**config.mk**
```make
export PLATFORM = sky130hd
export DESIGN_NAME = mmio_uart_tx
export DESIGN_NICKNAME = d
export VERILOG_FILES = /design/src/rtl/mmio_uart_tx.sv
export SDC_FILE = /design/constraint.sdc
export NUM_CORES = 1
export LEC_CHECK = 0
export BUFFER_PORTS_ARGS = -buffer_cell sky130_fd_sc_hd__buf_2
export CORE_MARGIN = 2
export CORE_UTILIZATION = 50
export CTS_BUF_LIST = sky130_fd_sc_hd__clkbuf_8
export DETAILED_ROUTE_END_ITERATION = 10
export HOLD_SLACK_MARGIN = 0.03
export MAX_ROUTING_LAYER = met4
export PLACE_DENSITY_LB_ADDON = 0.1
export SYNTH_ARGS = -nofsm -noshare
export SYNTH_HDL_FRONTEND = slang
export SYNTH_SLANG_ARGS = --single-unit
export TNS_END_PERCENT = 10
```
**constraint.sdc**
```tcl
create_clock -name clk -period 3.27 [get_ports clk]
set_input_delay 0.4905 -clock clk [delete_from_list [all_inputs] [get_ports clk]]
set_output_delay 0.4905 -clock clk [all_outputs]
set_load 0.05 [all_outputs]
```
**src/rtl/mmio_uart_tx.sv**
```systemverilog
// mmio_uart_tx: memory-mapped 8N1 UART transmitter with a 4-entry byte FIFO.
//
// A processor store to ADDR_DATA queues WriteData[7:0]. The FSM drains the
// FIFO one frame at a time: start bit, 8 data bits LSB first, stop bit. Each
// bit lasts BAUD_DIV clocks. Frames are sent back to back with no idle gap
// while bytes remain queued. A push into a full FIFO is dropped and sets a
// sticky overflow flag. A store of bit0=1 to ADDR_STAT clears that flag.
//
// Ports
//   clk        clock, rising edge
//   reset      asynchronous reset, active low
//   MemWrite   store strobe
//   Adr        byte address of the access
//   WriteData  store data
//   ReadData   status word when Adr==ADDR_STAT, else 0 (combinational)
//   hit        Adr decodes to one of this block's two registers
//   tx         serial line (registered, idles high)
//   busy       frame in progress or bytes still queued
module mmio_uart_tx #(
    parameter int          BAUD_DIV  = 4,
    parameter logic [31:0] ADDR_DATA = 32'h80,
    parameter logic [31:0] ADDR_STAT = 32'h84
) (
    input  logic        clk,
    input  logic        reset,
    input  logic        MemWrite,
    input  logic [31:0] Adr,
    input  logic [31:0] WriteData,
    output logic [31:0] ReadData,
    output logic        hit,
    output logic        tx,
    output logic        busy
);

    localparam logic [15:0] RELOAD = 16'(BAUD_DIV - 1);

    typedef enum logic [1:0] {IDLE, START, DATA, STOP} state_t;

    state_t      state, state_nx;
    logic [7:0]  fifo [4];
    logic [1:0]  wptr, rptr;
    logic [2:0]  count;
    logic        overflow;
    logic [7:0]  shift;
    logic [15:0] baud_cnt;
    logic [2:0]  bit_idx;

    logic        push, accept, clr_ovf, bit_end;
    logic        pop, bit_entry, shift_adv, tx_nx;
    logic        unused_wdata;

    assign unused_wdata = ^WriteData[31:8];

    assign push    = MemWrite && (Adr == ADDR_DATA);
    assign clr_ovf = MemWrite && (Adr == ADDR_STAT) && WriteData[0];
    assign bit_end = (baud_cnt == 16'd0);
    // A full FIFO still accepts a push when the head leaves in the same cycle.
    assign accept  = push && ((count != 3'd4) || pop);

    assign hit      = (Adr == ADDR_DATA) || (Adr == ADDR_STAT);
    assign busy     = (state != IDLE) || (count != 3'd0);
    assign ReadData = (Adr == ADDR_STAT)
                    ? {25'd0, count, overflow, (state != IDLE), (count == 3'd0), (count == 3'd4)}
                    : 32'd0;

    // State register
    always_ff @(posedge clk or negedge reset) begin
        if (!reset) state <= IDLE;
        else        state <= state_nx;
    end

    // Next-state logic
    always_comb begin
        state_nx = state;
        case (state)
            IDLE:  if (count != 3'd0) state_nx = START;
            START: if (bit_end) state_nx = DATA;
            DATA:  if (bit_end && (bit_idx == 3'd7)) state_nx = STOP;
            STOP:  if (bit_end) state_nx = (count != 3'd0) ? START : IDLE;
            default: state_nx = IDLE;
        endcase
    end

    // Output / control logic; tx is computed for the state being entered so
    // the registered line changes on the same edge as the state.
    always_comb begin
        pop       = ((state == IDLE) || ((state == STOP) && bit_end)) && (count != 3'd0);
        bit_entry = (state_nx != state) || ((state == DATA) && bit_end);
        shift_adv = (state == DATA) && bit_end && (bit_idx != 3'd7);
        tx_nx     = 1'b1;
        case (state_nx)
            IDLE:  tx_nx = 1'b1;
            START: tx_nx = 1'b0;
            DATA:  tx_nx = shift_adv ? shift[1] : shift[0];
            STOP:  tx_nx = 1'b1;
            default: tx_nx = 1'b1;
        endcase
    end

    // Control registers
    always_ff @(posedge clk or negedge reset) begin
        if (!reset) begin
            tx       <= 1'b1;
            baud_cnt <= 16'd0;
            bit_idx  <= 3'd0;
            wptr     <= 2'd0;
            rptr     <= 2'd0;
            count    <= 3'd0;
            overflow <= 1'b0;
        end else begin
            tx <= tx_nx;

            if (bit_entry)           baud_cnt <= RELOAD;
            else if (!bit_end)       baud_cnt <= baud_cnt - 16'd1;

            if (state == START)      bit_idx <= 3'd0;
            else if (shift_adv)      bit_idx <= bit_idx + 3'd1;

            if (accept) wptr <= wptr + 2'd1;
            if (pop)    rptr <= rptr + 2'd1;

            case ({accept, pop})
                2'b10:   count <= count + 3'd1;
                2'b01:   count <= count - 3'd1;
                default: count <= count;
            endcase

            if (clr_ovf)             overflow <= 1'b0;
            else if (push && !accept) overflow <= 1'b1;
        end
    end

    // Datapath registers (no reset needed; contents are qualified by count/state)
    always_ff @(posedge clk) begin
        if (accept)         fifo[wptr] <= WriteData[7:0];
        if (pop)            shift <= fifo[rptr];
        else if (shift_adv) shift <= {1'b0, shift[7:1]};
    end

endmodule

```
==> results of run 1 <==
power by group:
| part | switching [uW] | total [uW] | leakage, uW | internal (uW) |
|---|---|---|---|---|
| Sequential | 0.0000856 | 932 | 0.000747 | 932 |
| Combinational | 85.3 | 105 | 0.000932 | 20.2 |
| Clock | 397 | 700 | 0.0000990 | 303 |
| Total | 482 | 1740 | 0.00178 | 1250 |
path summary, 6_finish.rpt:
check | startpoint | to | slack (ns)
max in group asynchronous | reset | wptr[1]$_DFFE_PN0P_ | 2.62
min in group clk | WriteData[6] | fifo[3][6]$_DFFE_PP_ | 0.35
max | baud_cnt[0]$_DFFE_PN0P_ | count[2]$_DFFE_PN0P_ | 0.57
max reg2reg | baud_cnt[0]$_DFFE_PN0P_ | count[2]$_DFFE_PN0P_ | 0.57
min | reset | baud_cnt[7]$_DFFE_PN0P_ | 0.18
min reg2reg | shift[6]$_DFFE_PP_ | shift[5]$_DFFE_PP_ | 0.54
cells by family after synthesis:
group,count (synthesis),synth area share
flops,70,0.538
buf+inv,48,0.0793
simple gates,99,0.170
other cells,1,0.00103
fa+ha+maj,9,0.0331
compound gates,24,0.0497
xor+xnor,19,0.0459
mux,19,0.0828
per-stage QoR:
stage,instance area [sq um],util,total power [uW],cells
after floorplan,3720,-,1040,313
after global placement,3900,0.547,1060,435
after detailed placement,3900,0.547,1060,435
after CTS,4100,0.575,1750,451
after global routing,4100,0.575,1810,451
final,4100,0.575,1740,451
area by class of cell:
cell class | instances | area [sq um] | area share
Multi-Input combinational cell | 195 | 1480 | 0.360
Inverter | 15 | 56.3 | 0.0137
Timing Repair Buffer | 56 | 290 | 0.0708
Clock inverter | 7 | 75.1 | 0.0183
Tap cell | 99 | 124 | 0.0302
Sequential cell | 70 | 1950 | 0.476
Clock buffer | 9 | 124 | 0.0302
cell usage in the layout, fill, tap and decap left out, types with 6 or more instances in the layout:
cell	instances
buf_2	52
edfxtp_1	40
nor2_1	29
dfrtp_1	29
conb_1	25
inv_1	15
nand2_1	14
xor2_1	12
clkbuf_8	9
mux4_2	8
mux2_1	8
ha_1	8
xnor2_1	7
nand3_1	6
registers in the layout, summed over array words and instances, names as in the netlist:
register  flops
fifo         32
baud_cnt     16
shift         8
bit_idx       3
count         3
rptr          2
state         2
wptr          2
overflow      1
tx            1
routing by layer:
metal  wire [microns]  vias up  GRT usage
li1                 -     1108          -
met1             2800     1061      0.221
met2             3020       68      0.281
met3              291        4     0.0425
met4               23        0     0.0488
met5                0        -          -
==> summary.md, run 1 <==
| Metric | Value |
|---|---|
| Status | `finished clean` |
| Ranking of synthesized cells by area | `edfxtp_1 33%, dfrtp_1 20%, buf_4 5.4%` |
| Die ar. | `7950 sq um` |
| Post-synthesis sequential area ratio | `0.538` |
| Slowest stage delay, CP | `around 0.41 ns` |
| Reg clk slew, reported paths | `around 0.090 ns` |
| Prevailing post-synth register cell | `edfxtp_1` |
| Layout cells sized above 1 | `0.278` |
| Critical path cell sequence | `inv_1 -> ha_1 -> nor4bb_1 -> nand4_2 -> o31ai_4 -> o21ai_2 -> fa_1 -> o41ai_2 -> xor2_1` |
| Fmax | `370 MHz` |
| Async SR Flop Fraction | `0.429` |
| Post-DP HPWL | `between 4000 and 5000 microns` |
| Initial drt markers | `56` |
| Setup violations, final | `0` |
| Least-Margin Pin Slew | `0.708 ns` |
| Maxcap violations | `0` |
| Area leader, netlist | `edfxtp_1` |
| YS warnings | `0` |
| Io pins | `102` |
| CP Buf/Inv Count | `1` |
| Hold Vio Cnt, Final | `0` |
| Fin crit period | `2.70 ns` |
| Post-route ant nets | `0` |
| Slew margin rel. | `0.528` |
| CP max stage cell | `dfrtp_1` |
| CP Depth | `9` |
| Setup repair bufs after CTS | `0` |
| Routed len/inst | `approximately 14 microns` |
| Crit path launch type | `flop` |
| Fill cell count | `642` |
| Slew Viols, Final | `0` |
| GRT Util Overall | `0.175` |
| #FFs+latches synth | `70` |
| Final WS setup | `0.571 ns` |
| Die W | `around 89 microns` |
| Cell count after synthesis | `289` |
| Gr ovfl total | `0` |
| Pre-CTS setup slack | `approximately 0.57 ns` |
| CP max FO | `5` |
| Static Leakage | `0.00178 uW` |
| Top delay family on crit path | `compound AO/OA/AOI/OAI gates` |
| Synth top area share | `0.331` |
| Largest net degree at the start of global routing | `31` |
| RSZ-0062 raised after global routing | `no` |
| WHS | `0.177 ns` |
| Clock Path Buffers | `2` |
| Worst hold path class | `input pin to async pin` |
| Initial antenna violation count | `0` |
| Worst R2R Path Depth | `9` |
| Num CTS Buffers | `9` |
| Core Area | `7140 sq um` |
| Distinct cells, synth | `54` |
| Vias | `2241` |
| WP data required | `3.54 ns` |
| CTS root buf | `clkbuf_8` |
| CTS resizes | `0` |
| ANT cells | `0` |
| H-tree depth | `3` |
| WL final | `6130 microns` |
| Synthesis-to-layout area growth | `13.0%` |
| Power Density | `roughly 420 nW/um^2` |
| CTS tree | `done` |
| Syn Std Cell Area | `approximately 3600 sq um` |
| DRC | `0` |
| Count leader, synth | `edfxtp_1` |
| Post-synth EDFFs | `40` |
| CP endpoint kind | `flop` |
| Maximum VDD drop | `0.278 mV` |
| Vias in the first global route | `around 2.2k` |
| Initial cell density of the core | `0.508` |
| First-pass GRT wire length | `between 10000 and 15000 microns` |
| Mapped Avg Cell Area | `12.6 sq um` |
| GP Congestion | `0.750` |
| Data arrival time of the critical path | `2.97 ns` |
| 1st-pass router iterations | `4` |
| CP Class | `flop to flop` |
| Period utilization | `0.826` |
| Fin nets | `423` |
| Post-cts hold buffer count | `0` |
| Final setup skew | `between 0.007 and 0.008 ns` |
| Die Y-Extent | `slightly below 90 microns` |
| PortBufs | `52` |
| Worst skew pair latency | `0.35 ns` |
| Final TNS setup | `0 ns` |
| Row cnt | `31` |
| Via density | `4.97` |
| Synth cell count leaders | `40 x edfxtp_1, 29 x dfrtp_1, 29 x nor2_1` |
| Sink Count | `70` |
Note: power is estimated with default switching activity, not from simulation.
==> inputs of run 2 (changes only) <==
clock period = 2.65 ns   (was 3.27 ns; I/O delays follow)
==> run 2 against run 1 <==
  * Routed wire length fell by 1.4%
  * Via count rose by 3.0%
  * Critical path type unchanged
  * Clock-buffer cell count did not move
  * Sequential share of layout area fell by 1.5 points
  * Global-route usage fell by 0.47 points
  * Die area did not move
  * Maximum frequency rose by 11%
  * Combinational power rose by 24%
  * Largest cell class unchanged
  * Flip-flop and latch count did not move
  * Worst setup slack got worse by 0.36 ns
  * Register-to-register slack got worse by 0.36 ns
  * Clock power rose by 9.4%
==> summary.md, run 2 (synthesis gave the netlist of run 1 again) <==
| Metric | Value |
|---|---|
| Status | `finished clean` |
| Design area | `4240 sq um` |
| Vias | `2308` |
| Layout cells sized above 1 | `0.324` |
| Routed len/inst | `12.9 microns` |
| Largest regs | `fifo x32, baud_cnt x16, shift x8` |
| Synthesis-to-layout area growth | `16.7%` |
| Hold Vio Cnt, Final | `0` |
| Data arrival time of the critical path | `2.70 ns` |
| Num CTS Buffers | `9` |
| CTS tree | `done` |
| RSZ-0062 raised after global routing | `no` |
| Commonest non-fill, non-tap cell in the layout | `buf_2` |
| Period utilization | `0.920` |
| Vias in the first global route | `2148` |
| ANT cells | `0` |
| Critical R2R Launch | `baud_cnt[1]$_DFFE_PN0P_` |
| Setup violations, final | `0` |
| Reg clk slew, reported paths | `0.08 ns` |
| Initial cell density of the core | `0.508` |
| 1st-pass router iterations | `4` |
| Static Leakage | `0.00186 uW` |
| Final TNS setup | `0 ns` |
| First-pass GRT wire length | `9950 microns` |
| Die ar. | `7950 sq um` |
| Maxcap violations | `0` |
| Largest net degree at the start of global routing | `31` |
| Met2 Use GR | `0.273` |
| Fmax | `410 MHz` |
| DRC | `0` |
| Io pins | `around 100` |
| WL final | `6050 microns` |
| Pre-CTS setup slack | `0.0814 ns` |
| Met1 Usage GRT | `0.216` |
| Clock Path Buffers | `2` |
| WHS | `0.103 ns` |
| Row cnt | `31` |
| Setup repair bufs after CTS | `0` |
| PortBufs | `52` |
| GRT Util Overall | `0.170` |
| CP endpoint kind | `flop` |
| Slew Viols, Final | `0` |
| Sink Count | `70` |
| Initial antenna violation count | `0` |
| R2r endpoint | `count[2]$_DFFE_PN0P_` |
| Most frequent cells in the layout | `52 x buf_2, 40 x edfxtp_1, 29 x dfrtp_1` |
| Post-cts hold buffer count | `0` |
| GP Congestion | `0.755` |
| Post-route ant nets | `0` |
| Crit path launch type | `flop` |
| CP Class | `flop to flop` |
| Least-Margin Pin Slew | `just over 0.7 ns` |
| Die W | `89.2 microns` |
| Fill cell count | `a little over 600` |
| Fin nets | `441` |
| CTS root buf | `clkbuf_8` |
| Core Area | `7140 sq um` |
| Placed Area | `4040 sq um` |
| Final setup skew | `around 0.012 ns` |
| Worst skew pair latency | `around 0.34 ns` |
| H-tree depth | `3` |
| Power Density | `483 nW/um^2` |
| Via density | `4.92` |
| Slew margin rel. | `0.520` |
| CTS resizes | `0` |
| GRT Max-Usage Layer | `met2` |
| Initial drt markers | `37` |
| Maximum VDD drop | `0.343 mV` |
| CP max FO | `5` |
| Grt met3 use | `0.0526` |
| Worst R2R Path Depth | `9` |
| Worst hold path class | `input pin to async pin` |
| Final WS setup | `between 0.2 and 0.25 ns` |
| Gr ovfl total | `0` |
| Register with the most flip-flops | `fifo` |
| Max reg flops | `32` |
| Fin crit period | `approximately 2.4 ns` |
| R2r setup slk | `0.21 ns` |
| Post-DP HPWL | `4560 microns` |
| Die Y-Extent | `89.2 microns` |
| WP data required | `2.91 ns` |
run 2: cell types whose count changed in the layout (fill, tap and decap cells not counted):
cell and delta:
fa_1 -1, buf_4 +18, nor4bb_4 +1, nor4bb_1 -1, nor2_1 -1, inv_6 +2
nor2_2 +1, ha_2 +1, ha_1 -1, clkinv_8 -1, clkinv_2 +2, fa_2 +1
inv_8 -3
run 2: where the power goes:
part / switching (uW) / internal, uW
combinational: 106 / 24.9
clock: 418 / 349
sequential: 0.0000913 / 1150
total: 523 / 1520
run 2: cell type report:
class,count,area (sq um),share of cell area
Timing Repair Buffer,74,425,0.100
Tap cell,99,124,0.0292
Multi-Input combinational cell,195,1500,0.354
Sequential cell,70,1950,0.461
Clock buffer,9,124,0.0292
Inverter,15,56.3,0.0133
Clock inverter,7,52.6,0.0124
run 2: worst max-delay path: stages, from the launching register on:
cell and delay, ns:
dfrtp_1 0.39, inv_1 0.06, ha_2 0.20, nor4bb_4 0.29, nand4_2 0.17, o31ai_4 0.31
o21ai_2 0.11, fa_2 0.36, o41ai_2 0.31, xor2_1 0.17
run 2: worst max path at each step:
stage                           end                     from  cells after the start  slack [ns]
6_report       count[2]$_DFFE_PN0P_  baud_cnt[1]$_DFFE_PN0P_                      9        0.21
5_1_grt        count[2]$_DFFE_PN0P_  baud_cnt[1]$_DFFE_PN0P_                      9        0.02
3_3_place_gp   count[2]$_DFFE_PN0P_  baud_cnt[0]$_DFFE_PN0P_                      9         0.1
2_1_floorplan           ReadData[0]                   Adr[5]                      5        0.03
4_1_cts        count[2]$_DFFE_PN0P_  baud_cnt[1]$_DFFE_PN0P_                      9        0.03
3_5_place_dp   count[2]$_DFFE_PN0P_  baud_cnt[1]$_DFFE_PN0P_                      9        0.08
run 2: routing by layer:
layer  share of wire  vias up  wire [microns]
li1                -     1141               -
met1            0.45     1110            2720
met2            0.51       53            3060
met3           0.041        4             249
met4          0.0035        0              21
met5               0        -               0
run 2: stage by stage:
| stage | utilization | instances | power [uW] |
|---|---|---|---|
| 5_1_grt | 0.593 | 469 | 2130 |
| 4_1_cts | 0.591 | 469 | 2070 |
| 6_report | 0.593 | 469 | 2050 |
| 2_1_floorplan | - | 313 | 1280 |
| 3_3_place_gp | 0.566 | 453 | 1300 |
| 3_5_place_dp | 0.566 | 453 | 1300 |
